==> src/rtl/det1101_stream_arbiter.sv <==
// Round-robin front end that serialises requester words into a shared
// 1101 Moore detector and reports a saturating match count per job.
module det1101_stream_arbiter #(
   parameter int WIDTH = 8,
   parameter int CNT_W = 4
) (
   input  logic             clk,
   input  logic             rst,
   input  logic             req0_valid,
   input  logic [WIDTH-1:0] req0_data,
   output logic             req0_ready,
   input  logic             req1_valid,
   input  logic [WIDTH-1:0] req1_data,
   output logic             req1_ready,
   output logic             det_in,
   output logic             det_rst_n,
   input  logic             det_out,
   output logic             res_valid,
   output logic             res_id,
   output logic [CNT_W-1:0] res_count,
   output logic             busy
);

   localparam int BW = $clog2(WIDTH);
   localparam logic [BW-1:0] LAST = BW'(WIDTH - 1);
   localparam logic [CNT_W-1:0] CMAX = '1;

   typedef enum logic [1:0] {
      S_IDLE,
      S_SHIFT,
      S_DRAIN,
      S_DONE
   } state_t;

   state_t           r_state;
   state_t           w_next;
   logic [WIDTH-1:0] r_shreg;
   logic [BW-1:0]    r_bit_cnt;
   logic [CNT_W-1:0] r_count;
   logic [CNT_W-1:0] r_res_count;
   logic             r_id;
   logic             r_res_id;
   logic             r_last_grant;
   logic             w_grant;
   logic             w_hs;
   logic             w_count_en;

   // Tie goes to the requester that did not win last time.
   always_comb begin
      w_grant = req1_valid;
      if (req0_valid && req1_valid) begin
         w_grant = ~r_last_grant;
      end
   end

   assign w_hs       = (r_state == S_IDLE) && (req0_valid || req1_valid) && !rst;
   assign req0_ready = w_hs && !w_grant;
   assign req1_ready = w_hs && w_grant;

   assign w_count_en = ((r_state == S_SHIFT) || (r_state == S_DRAIN))
                       && det_out && (r_count != CMAX);

   always_comb begin
      w_next = r_state;
      case (r_state)
         S_IDLE:  if (w_hs) w_next = S_SHIFT;
         S_SHIFT: if (r_bit_cnt == LAST) w_next = S_DRAIN;
         S_DRAIN: w_next = S_DONE;
         S_DONE:  w_next = S_IDLE;
         default: w_next = S_IDLE;
      endcase
   end

   always_ff @(posedge clk) begin
      if (rst) begin
         r_state      <= S_IDLE;
         r_shreg      <= '0;
         r_bit_cnt    <= '0;
         r_count      <= '0;
         r_res_count  <= '0;
         r_id         <= 1'b0;
         r_res_id     <= 1'b0;
         r_last_grant <= 1'b1;
      end else begin
         r_state <= w_next;
         if (w_count_en) begin
            r_count <= r_count + 1'b1;
         end
         case (r_state)
            S_IDLE: begin
               if (w_hs) begin
                  r_shreg      <= w_grant ? req1_data : req0_data;
                  r_id         <= w_grant;
                  r_last_grant <= w_grant;
                  r_count      <= '0;
                  r_bit_cnt    <= '0;
               end
            end
            S_SHIFT: begin
               r_shreg   <= {r_shreg[WIDTH-2:0], 1'b0};
               r_bit_cnt <= r_bit_cnt + 1'b1;
            end
            S_DONE: begin
               r_res_id    <= r_id;
               r_res_count <= r_count;
            end
            default: ;
         endcase
      end
   end

   // Result fields read live in DONE and are held afterwards.
   assign res_valid = (r_state == S_DONE);
   assign res_id    = (r_state == S_DONE) ? r_id : r_res_id;
   assign res_count = (r_state == S_DONE) ? r_count : r_res_count;
   assign det_rst_n = (r_state == S_SHIFT) || (r_state == S_DRAIN);
   assign det_in    = (r_state == S_SHIFT) && r_shreg[WIDTH-1];
   assign busy      = (r_state != S_IDLE);

endmodule

==> config.mk <==
export PLATFORM = sky130hd
export DESIGN_NAME = det1101_stream_arbiter
export DESIGN_NICKNAME = d
export VERILOG_FILES = /design/src/rtl/det1101_stream_arbiter.sv
export SDC_FILE = /design/constraint.sdc
export NUM_CORES = 1
export LEC_CHECK = 0
export BUFFER_PORTS_ARGS = -buffer_cell sky130_fd_sc_hd__buf_2
export CELL_PAD_IN_SITES_DETAIL_PLACEMENT = 1
export CELL_PAD_IN_SITES_GLOBAL_PLACEMENT = 1
export CORE_UTILIZATION = 39
export CTS_CLUSTER_SIZE = 12
export DETAILED_ROUTE_END_ITERATION = 7
export GPL_TIMING_DRIVEN = 0
export PLACE_DENSITY = 0.87
export SLEW_MARGIN = 30
export SYNTH_ARGS = -nofsm -noshare
export SYNTH_HDL_FRONTEND = slang
export SYNTH_SLANG_ARGS = --single-unit
==> constraint.sdc <==
create_clock -name clk -period 2.42 [get_ports clk]
set_clock_uncertainty 0.15 [all_clocks]
set_input_delay 0.605 -clock clk [delete_from_list [all_inputs] [get_ports clk]]
set_output_delay 0.605 -clock clk [all_outputs]
set_load 0.02 [all_outputs]
=== After elaboration in Yosys (flattened, before gate mapping) ===
Index checks and enable logic that the tools add are counted.

* Output and inout port bits: 11
* Bits in registers: 24
* Bits in latches: 0
* Memories kept: 0
* Word-level logic and storage cells: 50
* Bits in writable memories: 0
* Input port bits: 21
* Bits in read-only memories: 0

* Multipliers: 0
* Shifts and indexed selects: 0
* Add/subtract/negate cells: 2
* Eq/ne operators: 7
* Reduce and logical (&&, ||, !) cells: 18
* Div/mod/pow operators: 0
* Bitwise logic cells: 1
* Multiplexer cells: 14
* $lt $le $gt $ge: 0

{| class="wikitable"
|+ Operators by type and width
! operator !! count
|-
| $mux 4 || 4
|-
| $mux 8 || 2
|-
| $pmux 8 s2 || 1
|-
| $logic_and 1x1->1 || 8
|-
| $pmux 2 s4 || 1
|-
| $pmux 3 s2 || 1
|-
| $reduce_and 2->1 || 3
|-
| $add 4x1->4 const B || 1
|-
| $eq 2x2->1 const B || 2
|-
| $mux 2 || 2
|-
| $ne 4x4->1 const B || 1
|-
| $reduce_bool 2->1 || 2
|-
| $add 3x1->3 const B || 1
|-
| $eq 3x3->1 const B || 1
|-
| $mux 3 || 1
|-
| $eq 2x1->1 const B || 1
|-
| $logic_not 1->1 || 2
|-
| $logic_not 2->1 || 1
|-
| $logic_or 1x1->1 || 2
|-
| $mux 1 || 2
|-
| $ne 2x1->1 const B || 1
|-
| $ne 2x2->1 const B || 1
|-
| $not 1->1 || 1
|}

=== Longest topological paths before layout ===
Gate-level depths: netlist of the first run.

* Word-level depth: 7
* Mapped depth: 7
* Depth with buffers taken out: 5

=== Worst setup path before layout of the first run ===
No wires, ideal clock.

* Path kind: input to output
* Start: input req0_valid
* End: output req1_ready
* Data required time: 1.665 ns
* Buffers on the path: 2
* Stages: 4
* Path slack: 0.178 ns
* Arrival time: 1.487 ns
* Path through: buf_6 -> a21bo_1 -> buf_6 -> nor3_1

* Cells in the longest elaborated chain, start to end: 4
* Elaborated cells between the ends (all ways): 6
* Those cells by class: mux (1); reduce/logical (5)

{| class="wikitable"
|+ Ends and longest elaborated chain
! item !! RTL line !! text
|-
| start, declared || 9 || <nowiki>input logic req0_valid,</nowiki>
|-
| $logic_or 1x1->1 || 56 || <nowiki>assign w_hs = (r_state == S_IDLE) && (req0_valid || req1_valid) && !rst;</nowiki>
|-
| $logic_and 1x1->1 (2 in a row) || 56 ||
|-
| $logic_and 1x1->1 (*) || 58 || <nowiki>assign req1_ready = w_hs && w_grant;</nowiki>
|-
| end, declared || 14 || <nowiki>output logic req1_ready,</nowiki>
|}

Mark *: on every way between the ends. The rest lies on a longest branch, timed or not.

=== Worst setup path after layout of the first run ===
* Start: register r_state[1]
* End: output det_in

* Cells in the longest elaborated chain, start to end: 2

{| class="wikitable"
|+ Ends and longest elaborated chain
! item !! RTL line !! text
|-
| start, declared || 35 || <nowiki>state_t r_state;</nowiki>
|-
| start signal, assigned || 85 || <nowiki>r_state <= w_next;</nowiki>
|-
| $eq 2x1->1 || 117 || <nowiki>assign det_in = (r_state == S_SHIFT) && r_shreg[WIDTH-1];</nowiki>
|-
| $logic_and 1x1->1 || 117 ||
|-
| end, declared || 15 || <nowiki>output logic det_in,</nowiki>
|}

No other way between the ends.

==> results of run 1 <==
==> area by class of cell <==
type,instances,area (sq um)
Inverter,4,15.0
Buffer,6,42.5
Timing Repair Buffer,30,150
Fill cell,366,1550
Tap cell,44,55.1
Sequential cell,24,480
Multi-Input combinational cell,98,747
Clock buffer,4,36.3
==> sequential cells by signal (all words and copies together), names as in the netlist <==
signal        count
r_bit_cnt         3
r_count           4
r_id              1
r_last_grant      1
r_res_count       4
r_res_id          1
r_shreg           8
r_state           2
==> logic make-up (layout without fill, tap and decap cells) <==
group | after synthesis | after routing | synth area share [%]
flops | 24 | 24 | 37.5
compound gates | 35 | 35 | 22.0
buf+inv | 11 | 44 | 4.59
fa+ha+maj | 8 | 8 | 7.81
simple gates | 49 | 49 | 22.9
mux | 6 | 6 | 5.27
==> stage by stage <==
step,std cells,setup TNS [ns],utilization [%],instance area (sq um),hold slack [ns]
floorplan,133,0,-,1280,0.283
global placement,207,0,48.3,1490,0.288
detailed placement,207,0,48.3,1490,0.303
CTS,210,0,49.6,1530,0.337
global route,210,-0.261,49.6,1530,0.368
finish,210,0,49.6,1530,0.335
==> synthesized netlist by cell type (3+ instances only) <==
library cell and n:
a32o_1 7, o21ai_0 5, nand2_1 5, dfxtp_1 24, clkbuf_1 3, nand2b_1 10, a21oi_1 5, a221o_1 7
mux2_2 6, nor2b_1 6, nor3_1 5, ha_1 8, inv_1 4, nand3_1 3, and2_1 9
==> per-layer routing <==
metal | up-vias | GRT usage, % | part of all wire, %
met1 | 598 | 26.5 | 42
met3 | 7 | 3.93 | 3.8
met5 | - | 0 | 0
met4 | 0 | 8.84 | 1.7
li1 | 556 | - | -
met2 | 32 | 41.1 | 53
==> where the power goes <==
group	switching [mW]	internal [mW]
Clock	0.129	0.0922
Combinational	0.434	0.313
Sequential	0.0634	0.481
Total	0.626	0.887
==> how the worst max path moves through the flow <==
| stage | startpoint | to | slack, ns | cells past startpoint |
|---|---|---|---|---|
| floorplan | req0_valid | req1_ready | 0.18 | 4 |
| global placement | req1_valid | req0_ready | 0.15 | 6 |
| detailed placement | r_state[1] | det_in | 0.08 | 6 |
| CTS | r_state[1] | det_in | 0.02 | 5 |
| global route | r_state[1] | det_in | -0.05 | 5 |
| finish | r_state[1] | det_in | 0.01 | 5 |
==> what timing repair did <==
| item | 4_1_cts | 5_1_grt |
|---|---|---|
| setup buffers | 0 | 0 |
| resized for setup | 3 | 0 |
| endpoints found under the setup margin | 3 | 8 |
==> results.sh, run 1 <==
export IMPL_status="completed"
export IMPL_synthCells=133
export IMPL_portBuffers=30
export IMPL_layout_commonest_cell="buf_2"
export IMPL_ys_seq_area_share_pct=37.5
export IMPL_ctsHoldBuffers=0
export IMPL_maxCapViolCount=0
export IMPL_cts_buffer_depth=2
export IMPL_grt_pass1_wl_um=5880
export IMPL_synth_area_top_cells="dfxtp_1 38%, ha_1 7.8%, a221o_1 5.5%"
export IMPL_hold_viol_final=0
export IMPL_drive_gt1_share_pct=30.1
export IMPL_vdd_drop_max_mv=0.348
export IMPL_r2r_end="r_shreg[2]"
export IMPL_htree_levels=1
export IMPL_layout_common_cells="31 x buf_2, 24 x dfxtp_1, 10 x nand2b_1"
export IMPL_power_mw=1.51
export IMPL_maxSlewHeadroom_pct=45.6
export IMPL_path_buf_inv=3
export IMPL_start_util_pct=41.6
export IMPL_r2r_start="r_state[0]"
export IMPL_clkTransAtPathRegs_ns=0.14
export IMPL_dp_hpwl_um=2620
export IMPL_synth_area_sq_um=1280
export IMPL_post_place_ws_ns=0.0816
export IMPL_cp_cell_sequence="inv_1 > ha_2 > buf_4 > and2_1 > buf_2"
export IMPL_rrSetupSlack_ns=0.28
export IMPL_worstPathRequired_ns=1.66
export IMPL_min_to="r_shreg[7]"
export IMPL_cp_slowest_cell="dfxtp_1"
export IMPL_drtIter0Drc=37
export IMPL_grt_max_degree=14
export IMPL_leakage_nw=0.664
export IMPL_clock_sinks=24
export IMPL_synth_top_flop_cell="dfxtp_1"
export IMPL_min_period_ns=2.41
export IMPL_synth_edf_count=0
export IMPL_post_synth_top_area_cell="dfxtp_1"
export IMPL_place_congestion=0.755
export IMPL_ant_nets=0
export IMPL_startpoint_type="flop"
export IMPL_fmax_mhz=416
export IMPL_r2r_cells=5
export IMPL_ys_warnings_count=0
export IMPL_crit_fanout=11
export IMPL_fin_ws_ns=0.0138
export IMPL_async_reset_ff_share_pct=0
export IMPL_cts_tree="done"
export IMPL_area_delta_synth_final_pct=19.1
export IMPL_antenna_found_initial=0
export IMPL_end_kind="primary output"
export IMPL_wl_per_cell_um=17.0
export IMPL_dr_pass1_iters=4
export IMPL_critical_path_top_delay_family="buffers and inverters"
export IMPL_critPathMaxStageDelay_ns=0.38
export IMPL_rsz0062_at_grt="true"
export IMPL_fin_nets=196
export IMPL_grt_usage_pct=22.8
export IMPL_tightest_slew_ns=0.810
export IMPL_die_h_um=59.3
export IMPL_diodes=0
export IMPL_avgViaCountPerCell=5.68
export IMPL_fin_crit_sh_pct=99.4
export IMPL_cts_root_buffer="clkbuf_4"
export IMPL_power_density_nw_per_um2=991
export IMPL_die_area_sq_um=3520
export IMPL_die_w_um=59.3
export IMPL_finalWirelength_um=3570
export IMPL_syn_avg_cell_area_sq_um=9.63
export IMPL_vias=1193
export IMPL_ys_types=34
export IMPL_grt_overflow=0
export IMPL_io_pins=32
export IMPL_setup_viol=0
export IMPL_drc=0
export IMPL_rows=20
export IMPL_min_from="r_shreg[7]"
export IMPL_coreArea_sq_um=3080
export IMPL_synth_fp_nets=162
export IMPL_grt_pass1_vias=1284
export IMPL_synth_seq_cells=24
export IMPL_synth_top_area_share_pct=37.5
export IMPL_clkLatencyLatePin_ns=0.33
export IMPL_min_path_cells=1
export IMPL_min_path_type="flop to flop"
export IMPL_drv_slew=0
export IMPL_cts_buffers=3
export IMPL_path_class="flop to primary output"
export IMPL_critPathArrivalTime_ns=1.65
No activity file was read; power rests on OpenSTA's default activity.
==> run 2: changes to the inputs <==
--- a/config.mk
+++ b/config.mk
@@ -6,6 +6,7 @@
 export NUM_CORES = 1
 export LEC_CHECK = 0
 export BUFFER_PORTS_ARGS = -buffer_cell sky130_fd_sc_hd__buf_2
+export CAP_MARGIN = 20
 export CELL_PAD_IN_SITES_DETAIL_PLACEMENT = 1
 export CELL_PAD_IN_SITES_GLOBAL_PLACEMENT = 1
 export CORE_UTILIZATION = 39
==> constraint.sdc (replaced) <==
create_clock -name clk -period 2.42 [get_ports clk]
set_clock_uncertainty 0.15 [all_clocks]
set_input_delay 0.242 -clock clk [delete_from_list [all_inputs] [get_ports clk]]
set_output_delay 0.242 -clock clk [all_outputs]
set_load 0.02 [all_outputs]
==> run 2 against run 1 <==
Sequential share of layout area is 0.052 points higher. Count of clock-buffer cells in the layout did not move. Critical path depth stayed put. Flip-flop and latch count unchanged. Non-clock buffer count is 1 higher.
==> results.sh, run 2 (synthesized netlist as in run 1, its figures left out) <==
export IMPL_status="completed"
export IMPL_cts_buffer_depth=2
export IMPL_diodes=0
export IMPL_fmax_mhz=448
export IMPL_cts_buffers=3
export IMPL_power_mw=1.49
export IMPL_die_area_sq_um=3520
export IMPL_place_congestion=0.755
export IMPL_clock_sinks=24
export IMPL_maxCapViolCount=0
export IMPL_avgViaCountPerCell=5.64
export IMPL_ctsHoldBuffers=0
export IMPL_grt_overflow=0
export IMPL_antenna_found_initial=0
export IMPL_cts_root_buffer="clkbuf_4"
export IMPL_cts_tree="done"
export IMPL_clkLatencyLatePin_ns=0.32
export IMPL_tns_ns=0
export IMPL_clkTransAtPathRegs_ns=0.13
export IMPL_layout_common_cells="32 x buf_2, 24 x dfxtp_1, 10 x nand2b_1"
export IMPL_leakage_nw=0.670
export IMPL_reg_largest_list="r_shreg x8, r_count x4, r_res_count x4"
export IMPL_rows=20
export IMPL_finalWirelength_um=3520
export IMPL_startpoint_type="flop"
export IMPL_fin_nets=197
export IMPL_io_pins=32
export IMPL_grt_max_degree=14
export IMPL_regMostFlops="r_shreg"
export IMPL_grt_pass1_wl_um=5760
export IMPL_critPathMaxStageDelay_ns=0.68
export IMPL_htree_levels=1
export IMPL_drc=0
export IMPL_hold_viol_final=0
export IMPL_worstPathRequired_ns=2.54
export IMPL_ant_nets=0
export IMPL_coreArea_sq_um=3080
export IMPL_drv_slew=0
export IMPL_fin_crit_sh_pct=92.3
export IMPL_path_class="flop to flop"
export IMPL_layout_commonest_cell="buf_2"
export IMPL_die_w_um=59.3
export IMPL_portBuffers=30
export IMPL_dr_pass1_iters=4
export IMPL_crit_fanout=7
export IMPL_critPathArrivalTime_ns=2.36
export IMPL_maxSlewHeadroom_pct=44.3
export IMPL_min_period_ns=2.23
export IMPL_vias=1190
export IMPL_grt_usage_pct=22.3
export IMPL_end_kind="flop"
export IMPL_drtIter0Drc=51
export IMPL_start_util_pct=41.6
export IMPL_power_density_nw_per_um2=977
export IMPL_vdd_drop_max_mv=0.364
export IMPL_wl_per_cell_um=16.7
export IMPL_tightest_slew_ns=0.828
export IMPL_setup_viol=0
export IMPL_die_h_um=59.3
export IMPL_min_path_type="input port to flop"
export IMPL_largest_reg_flops=8
export IMPL_grt_pass1_vias=1252
export IMPL_cp_cell_sequence="inv_1 > ha_1 > nor3b_2 > nor3_1 > a32o_1"
export IMPL_cp_slowest_cell="nor3_1"
export IMPL_area_delta_synth_final_pct=18.9
export IMPL_drive_gt1_share_pct=29.3
export IMPL_dp_hpwl_um=2620
export IMPL_rsz0062_at_grt="false"
run 2: changes by cell type in the layout (fill, tap and decap cells not counted):
cell      change
ha_1          +2
ha_2          -2
clkbuf_2      +1
buf_4         -1
buf_2         +1
run 2: final timing paths:
| check | start | endpoint | slack, ns | depth (start not counted) |
|---|---|---|---|---|
| hold / removal | rst | r_shreg[0] | 0.02 | 2 |
| setup reg to reg | r_state[0] | r_shreg[2] | 0.19 | 5 |
| hold reg to reg | r_shreg[5] | r_shreg[5] | 0.33 | 1 |
| setup / recovery | r_state[0] | r_shreg[2] | 0.19 | 5 |
run 2: power breakdown:
group | leakage (nW) | internal, mW | switching [mW] | total (mW)
logic | 0.453 | 0.300 | 0.431 | 0.730
clock network | 0.0210 | 0.0921 | 0.125 | 0.217
registers | 0.196 | 0.481 | 0.0613 | 0.542
total | 0.670 | 0.873 | 0.617 | 1.49
run 2: final cells by class:
class / count / area, sq um
fill: 365 / 1550
timing repair buffer: 30 / 150
buffer: 7 / 45.0
sequential: 24 / 480
clock buffer: 4 / 36.3
multi-input combinational: 98 / 742
inverter: 4 / 15.0
tap: 44 / 55.1
run 2: worst max-delay path: cells and delay by family, from the launching register on:
family | cells | cell delay [ns]
buffers and inverters | 1 | 0.11
AOI/OAI and AO/OA | 1 | 0.28
and+or+nand+nor | 2 | 0.91
DFF | 1 | 0.43
adders and majority gates | 1 | 0.31
run 2: routing by layer:
| metal | vias up | GRT usage (%) | share of wire, % |
|---|---|---|---|
| met5 | - | 0 | 0 |
| li1 | 561 | - | - |
| met1 | 604 | 26.3 | 42 |
| met4 | 0 | 7.82 | 0.85 |
| met2 | 21 | 40.4 | 54 |
| met3 | 4 | 3.71 | 3.3 |
run 2: per-stage QoR:
| stage | area [sq um] | hold WS (ns) | cells | worst slack, ns | util (%) |
|---|---|---|---|---|---|
| floorplan | 1280 | 0.196 | 133 | 0.634 | - |
| global placement | 1490 | 0.288 | 207 | 0.385 | 48.3 |
| detailed placement | 1490 | 0.303 | 207 | 0.277 | 48.3 |
| CTS | 1520 | 0.0162 | 211 | 0.0395 | 49.5 |
| global route | 1520 | 0.0379 | 211 | 0.0698 | 49.5 |
| finish | 1520 | 0.0216 | 211 | 0.186 | 49.5 |
run 2: timing repair:
item | CTS | global route
gates resized for setup | 0 | 2
setup buffers | 0 | 0
setup endpoints to repair | 0 | 1
==> run 3: changes to the inputs <==
--- a/config.mk
+++ b/config.mk
@@ -9,11 +9,11 @@
 export CAP_MARGIN = 20
 export CELL_PAD_IN_SITES_DETAIL_PLACEMENT = 1
 export CELL_PAD_IN_SITES_GLOBAL_PLACEMENT = 1
-export CORE_UTILIZATION = 39
+export CORE_UTILIZATION = 24
 export CTS_CLUSTER_SIZE = 12
 export DETAILED_ROUTE_END_ITERATION = 7
 export GPL_TIMING_DRIVEN = 0
-export PLACE_DENSITY = 0.87
+export PLACE_DENSITY = 0.61
 export SLEW_MARGIN = 30
 export SYNTH_ARGS = -nofsm -noshare
 export SYNTH_HDL_FRONTEND = slang
==> constraint.sdc (replaced) <==
create_clock -name clk -period 2.6 [get_ports clk]
set_clock_uncertainty 0.15 [all_clocks]
set_input_delay 0.26 -clock clk [delete_from_list [all_inputs] [get_ports clk]]
set_output_delay 0.26 -clock clk [all_outputs]
set_load 0.02 [all_outputs]
==> run 3 against run 2 <==
Setup slack better by 0.17 ns. Clock power is 2% lower. Register-to-register slack improved by 0.27 ns. Non-clock buffer count stayed put. Die area is 60% higher. Via count is 5.9% lower. Wire length is 9.3% lower. Combinational power decreased by 11%.
==> results.sh, run 3 (synthesized netlist as in run 1, its figures left out) <==
export IMPL_start_util_pct=24.9
export IMPL_layout_common_cells="32 x buf_2, 24 x dfxtp_1, 10 x nand2b_1"
export IMPL_regMostFlops="r_shreg"
export IMPL_grt_pass1_wl_um=5290
export IMPL_placed_area_sq_um=1520
export IMPL_whs_ns=0.150
export IMPL_power_density_nw_per_um2=872
export IMPL_worstPathRequired_ns=2.19
export IMPL_cp_slowest_cell="clkbuf_1"
export IMPL_grt_usage_pct=12.3
export IMPL_portBuffers=30
export IMPL_startpoint_type="flop"
export IMPL_seqPwrFrac_pct=36.7
export IMPL_io_pins=32
export IMPL_critical_path_top_delay_family="buffers and inverters"
export IMPL_largest_reg_flops=8
export IMPL_drive_gt1_share_pct=28.3
export IMPL_end_kind="primary output"
export IMPL_ant_nets=0
export IMPL_fin_crit_sh_pct=86.2
export IMPL_final_area_sq_um=1560
export IMPL_crit_fanout=10
export IMPL_tns_ns=0
export IMPL_drc=0
export IMPL_clkTransAtPathRegs_ns=0.08
export IMPL_drtIter0Drc=55
export IMPL_grt_pass1_vias=1125
export IMPL_switching_power_mw=0.536
export IMPL_finalWirelength_um=3190
export IMPL_grt_max_degree=13
export IMPL_maxSlewHeadroom_pct=45.3
export IMPL_ctsHoldBuffers=0
export IMPL_path_buf_inv=4
export IMPL_drv_slew=0
export IMPL_die_w_um=75.1
export IMPL_min_from="rst"
export IMPL_cts_buffers=3
export IMPL_layout_commonest_cell="buf_2"
export IMPL_r2r_start="r_state[0]"
export IMPL_leakage_nw=0.668
export IMPL_cts_root_buffer="clkbuf_8"
export IMPL_tightest_slew_ns=0.815
export IMPL_cp_cell_sequence="inv_1 > ha_1 > clkbuf_1 > buf_2 > and2_1 > buf_2"
export IMPL_coreArea_sq_um=5140
export IMPL_switching_share_pct=39.4
export IMPL_min_path_type="input port to flop"
export IMPL_rows=26
export IMPL_vias=1120
export IMPL_reg_largest_list="r_shreg x8, r_count x4, r_res_count x4"
export IMPL_internal_power_mw=0.825
export IMPL_min_period_ns=2.24
export IMPL_avgViaCountPerCell=4.75
export IMPL_dp_hpwl_um=2540
export IMPL_die_h_um=75.1
export IMPL_dr_pass1_iters=4
export IMPL_diodes=0
export IMPL_cts_repair_resized=0
export IMPL_clock_sinks=24
export IMPL_place_congestion=0.785
export IMPL_path_class="flop to primary output"
export IMPL_rsz0062_at_grt="false"
export IMPL_grt_overflow=0
export IMPL_clkLatencyLatePin_ns=0.26
export IMPL_cts_setup_buffers=0
export IMPL_p_clk_share_pct=15.6
export IMPL_status="completed"
export IMPL_fin_nets=197
export IMPL_cts_buffer_depth=2
export IMPL_maxCapViolCount=0
export IMPL_antenna_found_initial=0
export IMPL_hold_viol_final=0
export IMPL_vdd_drop_max_mv=0.231
export IMPL_critical_path_most_common_cell="buf_2"
export IMPL_cts_tree="done"
export IMPL_htree_levels=1
export IMPL_die_area_sq_um=5630
export IMPL_setup_viol=0
export IMPL_area_delta_synth_final_pct=21.8
export IMPL_wl_per_cell_um=13.5
export IMPL_post_route_util_pct=30.4
export IMPL_comb_power_share_pct=47.7
export IMPL_critPathMaxStageDelay_ns=0.35
export IMPL_critPathArrivalTime_ns=1.83
export IMPL_startpoint="r_state[1]"
export IMPL_fmax_mhz=446
-- run 3: cell count changes in the layout (fill, tap and decap cells not counted), sizes merged --
cell    delta
clkbuf     -1
-- run 3: stage by stage --
stage                     std cells  power, mW  worst slack [ns]
after global routing            236       1.48             0.203
final                           236       1.36             0.358
after CTS                       236       1.38             0.325
after global placement          233       1.13             0.557
after detailed placement        233       1.17             0.466
after floorplan                 133      0.986             0.814
-- run 3: final timing paths --
check,end,slack [ns],cells after the start
min reg2reg,r_shreg[2],0.31,1
min,r_shreg[0],0.15,2
max reg2reg,r_shreg[5],0.46,5
max,det_in,0.36,6
-- run 3: final cells by class --
| cell class | count | area, sq um |
|---|---|---|
| tap | 70 | 87.6 |
| multi-input combinational | 98 | 742 |
| clock buffer | 3 | 41.3 |
| timing repair buffer | 30 | 150 |
| buffer | 7 | 43.8 |
| sequential | 24 | 480 |
| fill | 650 | 3580 |
| inverter | 4 | 15.0 |
-- run 3: worst reg2reg max path, cell delays in order (launching register included) --
cell and delay (ns):
dfxtp_1 0.40, inv_1 0.10, ha_1 0.27, nor3b_2 0.22, nor3_1 0.67, a32o_1 0.27
-- run 3: power groups by stage --
| stage | logic [mW] | clock network (mW) | registers [mW] |
|---|---|---|---|
| after floorplan | 0.494 | 0 | 0.492 |
| after global placement | 0.633 | 0 | 0.500 |
| after detailed placement | 0.659 | 0 | 0.507 |
| after CTS | 0.661 | 0.220 | 0.498 |
| after global routing | 0.731 | 0.238 | 0.511 |
| final | 0.650 | 0.212 | 0.499 |
-- run 3: metal layers --
layer / vias up / track usage, % / wire length [um]
met5: - / 0 / 0
met3: 4 / 2.14 / 83
met2: 14 / 21.0 / 1570
li1: 562 / - / -
met1: 540 / 15.5 / 1490
met4: 0 / 4.40 / 44
